File: config.mk
export PLATFORM = sky130hd
export DESIGN_NAME = r200dmem_ctrl
export DESIGN_NICKNAME = d
export VERILOG_FILES = /design/src/rtl/r200dmem_ctrl.sv
export SDC_FILE = /design/constraint.sdc
export NUM_CORES = 1
export LEC_CHECK = 0
export CAP_MARGIN = 20
export CORE_MARGIN = 1.5
export CORE_UTILIZATION = 47
export DETAILED_ROUTE_END_ITERATION = 10
export PLACE_DENSITY = 0.85
export SLEW_MARGIN = 20
export SYNTH_ARGS = -nofsm -noshare
export SYNTH_HDL_FRONTEND = slang
export SYNTH_SLANG_ARGS = --single-unit
File: constraint.sdc
create_clock -name clk -period 6.5 [get_ports clk]
set_clock_uncertainty 0.05 [all_clocks]
set_input_delay 1.3 -clock clk [delete_from_list [all_inputs] [get_ports clk]]
set_output_delay 1.3 -clock clk [all_outputs]
set_load 0.005 [all_outputs]
File: src/rtl/r200dmem_ctrl.sv
// r200 data-memory access controller: turns MEM-stage load/store requests into
// word-aligned valid/ready bus transactions and returns extended load data.
module r200dmem_ctrl #(
    parameter int unsigned TIMEOUT = 255
) (
    input  logic        clk,
    input  logic        rst,
    input  logic        req_valid,
    input  logic        req_we,
    input  logic [2:0]  req_func3,
    input  logic [31:0] req_addr,
    input  logic [31:0] req_wdata,
    output logic        stall,
    output logic [31:0] load_data,
    output logic        fault,
    output logic        bus_valid,
    output logic        bus_we,
    output logic [31:0] bus_addr,
    output logic [3:0]  bus_be,
    output logic [31:0] bus_wdata,
    input  logic        bus_ready,
    input  logic        bus_rvalid,
    input  logic [31:0] bus_rdata
);
    localparam int unsigned CNT_W = 8;
    localparam logic [CNT_W-1:0] TO_LAST = CNT_W'(TIMEOUT - 1);

    typedef enum logic [1:0] {
        S_IDLE  = 2'd0,
        S_REQ   = 2'd1,
        S_RWAIT = 2'd2,
        S_DONE  = 2'd3
    } state_e;

    state_e            state_q, state_d;
    logic [CNT_W-1:0]  cnt_q, cnt_d;
    logic              bus_valid_q, bus_valid_d;
    logic              bus_we_q, bus_we_d;
    logic [31:0]       bus_addr_q, bus_addr_d;
    logic [3:0]        bus_be_q, bus_be_d;
    logic [31:0]       bus_wdata_q, bus_wdata_d;
    logic [31:0]       load_data_q, load_data_d;
    logic              fault_q, fault_d;
    logic [2:0]        func3_q, func3_d;
    logic [1:0]        off_q, off_d;

    logic              illegal_c, misaligned_c, acc_ok_c, timeout_c;
    logic [3:0]        be_c;
    logic [31:0]       wdata_c, ext_c;

    function automatic logic [31:0] load_extend(input logic [2:0] f3, input logic [1:0] off,
                                                input logic [31:0] d);
        logic [31:0] sh;
        sh = d >> {off, 3'b000};
        case (f3)
            3'd0:    return {{24{sh[7]}}, sh[7:0]};
            3'd1:    return {{16{sh[15]}}, sh[15:0]};
            3'd4:    return {24'd0, sh[7:0]};
            3'd5:    return {16'd0, sh[15:0]};
            default: return d;
        endcase
    endfunction

    // Request decode: legality, alignment and store lane placement
    always_comb begin
        illegal_c    = (req_func3 == 3'd3) || (req_func3 == 3'd6) || (req_func3 == 3'd7) ||
                       (req_we && ((req_func3 == 3'd4) || (req_func3 == 3'd5)));
        misaligned_c = ((req_func3[1:0] == 2'b01) && req_addr[0]) ||
                       ((req_func3[1:0] == 2'b10) && (req_addr[1:0] != 2'b00));
        acc_ok_c     = !illegal_c && !misaligned_c;
        be_c         = 4'b0000;
        wdata_c      = req_wdata;
        case (req_func3[1:0])
            2'b00: begin
                be_c    = 4'b0001 << req_addr[1:0];
                wdata_c = {4{req_wdata[7:0]}};
            end
            2'b01: begin
                be_c    = req_addr[1] ? 4'b1100 : 4'b0011;
                wdata_c = {2{req_wdata[15:0]}};
            end
            2'b10:   be_c = 4'b1111;
            default: be_c = 4'b0000;
        endcase
    end

    assign timeout_c = (TIMEOUT != 0) && (cnt_q == TO_LAST);
    assign ext_c     = load_extend(func3_q, off_q, bus_rdata);
    assign stall     = !rst && req_valid &&
                       (((state_q == S_IDLE) && acc_ok_c) || (state_q == S_REQ) || (state_q == S_RWAIT));

    always_ff @(posedge clk) begin
        if (rst) begin
            state_q     <= S_IDLE;
            cnt_q       <= '0;
            bus_valid_q <= 1'b0;
            bus_we_q    <= 1'b0;
            bus_addr_q  <= '0;
            bus_be_q    <= '0;
            bus_wdata_q <= '0;
            load_data_q <= '0;
            fault_q     <= 1'b0;
            func3_q     <= '0;
            off_q       <= '0;
        end else begin
            state_q     <= state_d;
            cnt_q       <= cnt_d;
            bus_valid_q <= bus_valid_d;
            bus_we_q    <= bus_we_d;
            bus_addr_q  <= bus_addr_d;
            bus_be_q    <= bus_be_d;
            bus_wdata_q <= bus_wdata_d;
            load_data_q <= load_data_d;
            fault_q     <= fault_d;
            func3_q     <= func3_d;
            off_q       <= off_d;
        end
    end

    // Next state: a completing handshake beats the timeout, which beats entering RWAIT
    always_comb begin
        state_d = state_q;
        cnt_d   = '0;
        unique case (state_q)
            S_IDLE: if (req_valid) state_d = acc_ok_c ? S_REQ : S_DONE;
            S_REQ: begin
                cnt_d = cnt_q + CNT_W'(1);
                if (bus_ready && (bus_we_q || bus_rvalid)) state_d = S_DONE;
                else if (timeout_c)                        state_d = S_DONE;
                else if (bus_ready)                        state_d = S_RWAIT;
            end
            S_RWAIT: begin
                cnt_d = cnt_q + CNT_W'(1);
                if (bus_rvalid || timeout_c) state_d = S_DONE;
            end
            S_DONE:  state_d = S_IDLE;
            default: state_d = S_IDLE;
        endcase
    end

    always_comb begin
        bus_valid_d = 1'b0;
        bus_we_d    = bus_we_q;
        bus_addr_d  = bus_addr_q;
        bus_be_d    = bus_be_q;
        bus_wdata_d = bus_wdata_q;
        load_data_d = load_data_q;
        fault_d     = 1'b0;
        func3_d     = func3_q;
        off_d       = off_q;
        unique case (state_q)
            S_IDLE: begin
                if (req_valid && acc_ok_c) begin
                    bus_valid_d = 1'b1;
                    bus_we_d    = req_we;
                    bus_addr_d  = {req_addr[31:2], 2'b00};
                    bus_be_d    = be_c;
                    bus_wdata_d = wdata_c;
                    func3_d     = req_func3;
                    off_d       = req_addr[1:0];
                end else if (req_valid) begin
                    fault_d     = 1'b1;
                    load_data_d = '0;
                end
            end
            S_REQ: begin
                if (bus_ready && (bus_we_q || bus_rvalid)) begin
                    if (!bus_we_q) load_data_d = ext_c;
                end else if (timeout_c) begin
                    fault_d     = 1'b1;
                    load_data_d = '0;
                end else if (!bus_ready) begin
                    bus_valid_d = 1'b1;
                end
            end
            S_RWAIT: begin
                if (bus_rvalid) begin
                    load_data_d = ext_c;
                end else if (timeout_c) begin
                    fault_d     = 1'b1;
                    load_data_d = '0;
                end
            end
            default: ;
        endcase
    end

    assign bus_valid = bus_valid_q;
    assign bus_we    = bus_we_q;
    assign bus_addr  = bus_addr_q;
    assign bus_be    = bus_be_q;
    assign bus_wdata = bus_wdata_q;
    assign load_data = load_data_q;
    assign fault     = fault_q;
endmodule

==> results.cfg <==
[timing]
setup_viol = 0
hold_slack_ns = 0.403
period_share_pct = 75.7
fmax_mhz = 203
rsz0062_at_grt = false
tns_ns = 0
slew_viol_final = 0
tightestPinTransition_ns = 1.06
slew_headroom_pct = 29.4
min_period_ns = 4.92
fin_ws_ns = 1.58
finalHoldViolations = 0

[placed_design]
io_buffers = 206
dp_hpwl_microns = 11100
dp_slack_ns = 1.58
gp_congestion = 0.885

[setup_path]
critPathCaptureType = output port
cp_max_fo = 23
cp_top_family = buffers and inverters
crit_slowest_cell = nor4_1
crit_arrival_ns = 3.57
path_buf_inv = 4
crit_path_max_incr_delay_ns = 0.56
cpMostUsedCell = clkdlybuf4s50_1
crit_path_start_kind = primary input
crit_path_cell_trace = clkdlybuf4s50_1 -> buf_4 -> nor4_1 -> nor2_1 -> inv_1 -> a211oi_1 -> nor3b_1 -> clkdlybuf4s50_1
crit_required_ns = 5.15
path_class = primary input to output port

[power_and_ir_drop]
p_leak_nw = 2.83
powerDensity_mw_per_mm2 = 285
peakVddDrop_mv = 0.167
totalPowerFinal_mw = 2.25

[synthesis]
synth_cell_types = 51
synth.cell_area_sq_mm = 0.00522
synth_top_area_share_pct = 44.5
yosys-top-cells-area = dfxtp_1 (44%), nand2_1 (9.1%), a21oi_1 (6.5%)
ys_seq_area_share_pct = 44.5
ys_ff_latch = 116
avgSynthCellArea_sq_um = 8.41
synthTopCellsByCount = nand2_1 (127), dfxtp_1 (116), a21oi_1 (68)
ys_warn_count = 0
synth_cells = 621
synth.most_common_cell = nand2_1
synth-edff-count = 0
synthFlopType = dfxtp_1
synth_area_leader_cell = dfxtp_1
async_reset_ff_share_pct = 0

[cts]
cts_tree = built
cts_hold_buf = 0
numCtsBuffers = 17
cts_buffer_depth = 2
cts_setup_buffers = 0
cts-root-buf = clkbuf_8
h-tree-depth = 4
clk_pin_slew_ns = 0.05
cts_resized = 0
clock_latency_ns = 0.51
cts.sinks = 116

[drt]
wl_microns = 16200
firstDrtPassIters = 6
vias = 5271
drc = 0
via_per_inst = 5.52
wl_per_cell_microns = 16.9
detail-route-antenna-nets = 0
first_iter_violations = 296

[layout]
fin_nets = 914
drive_gt1_share_pct = 6.50
syn_to_final_growth_pct = 50.9
antennaDiodeCount = 0
final_util_pct = 72.7

[die]
dieArea_sq_mm = 0.0118
ios = 209
num_rows = 38
fp.dieH_microns = 108
coreArea_sq_mm = 0.0108
start_util_pct = 48.2
die_w_microns = 108

[min_path]
hold_path_class = flip-flop to flip-flop

[run]
maxCapViolCount = 0

[outcome]
status = complete, no violations

[global_routing]
grt_max_degree = 91
grtUsageTotal_pct = 27.5
grt_pass1_vias = 5183
antenna_found_initial = 0
grt_remaining_overflow = 0
grt_pass1_wl_microns = 25200
## final timing paths
| check | end | slack [ns] | start | depth (start not counted) |
|---|---|---|---|---|
| worst max-delay path | stall | 1.58 | req_func3[0] | 8 |
| worst min-delay path | bus_addr[7]$_SDFFE_PP0P_ | 0.40 | bus_addr[7]$_SDFFE_PP0P_ | 2 |
| worst max register to register | load_data[31]$_SDFFE_PP0P_ | 3.38 | state_q[0]$_SDFFE_PP0P_ | 6 |
| worst min register to register | bus_addr[7]$_SDFFE_PP0P_ | 0.40 | bus_addr[7]$_SDFFE_PP0P_ | 2 |
## power by group
part | total [mW] | internal (mW) | switching [mW]
logic | 0.518 | 0.259 | 0.259
clock network | 0.897 | 0.583 | 0.315
registers | 0.832 | 0.778 | 0.0541
## cell families (layout without fill, tap and decap cells)
family                   Yosys count  after routing  share of synthesized area, %
AND/OR/NAND/NOR                  228            228                          19.3
AO/OA/AOI/OAI                    174            174                          23.2
flip-flops                       116            116                          44.5
buffers and inverters             63            256                          4.96
multiplexers                      28             28                          5.63
adder cells (fa/ha/maj)            7              7                          1.68
XOR/XNOR                           4              4                         0.671
other                              1              2                        0.0718
## cell usage in the layout, fill, tap and decap left out, drive strengths merged, types with 14 or more instances in the layout
cell type / instances
o2bb2ai: 16
inv: 14
mux2i: 26
nor2b: 22
dfxtp: 116
nand2: 128
o21ai: 28
clkdlybuf4s50: 205
a21oi: 69
clkbuf: 23
nor2: 46
## area by class of cell
class | instances | area [sq um]
clock buffers | 23 | 477
clock inverters | 9 | 101
fillers | 808 | 2960
inverters | 14 | 52.6
multi-input cells | 443 | 2670
flip-flops and latches | 116 | 2320
well taps | 140 | 175
repair buffers | 210 | 2090
## sequential cells by signal, indices dropped and copies added, names as in the netlist, 2 cells and up
name,cells
load_data,32
cnt_q,8
state_q,2
bus_wdata,32
bus_be,4
func3_q,3
bus_addr,30
off_q,2
## metrics by stage
| step | cell area, sq um | std cells |
|---|---|---|
| 2_1_floorplan | 5230 | 622 |
| 3_3_place_gp | 7300 | 923 |
| 3_5_place_dp | 7300 | 923 |
| 4_1_cts | 7880 | 955 |
| 5_1_grt | 7880 | 955 |
| 6_report | 7880 | 955 |
## worst reg2reg max path: cells and delay by family (launching register included)
kind,cells,cell delay [ns]
flops,1,0.41
buf+inv,1,0.12
simple gates,2,1.42
fa+ha+maj,1,0.32
compound gates,2,0.72
## routing by layer
layer | wire length, microns | GRT usage, % | vias to the layer above
met4 | 371 | 10.5 | 0
met2 | 7800 | 46.0 | 250
met5 | 0 | 0 | -
met3 | 1760 | 11.9 | 35
li1 | - | - | 2523
met1 | 6220 | 30.9 | 2463
Note: power is estimated with default switching activity, not from simulation.
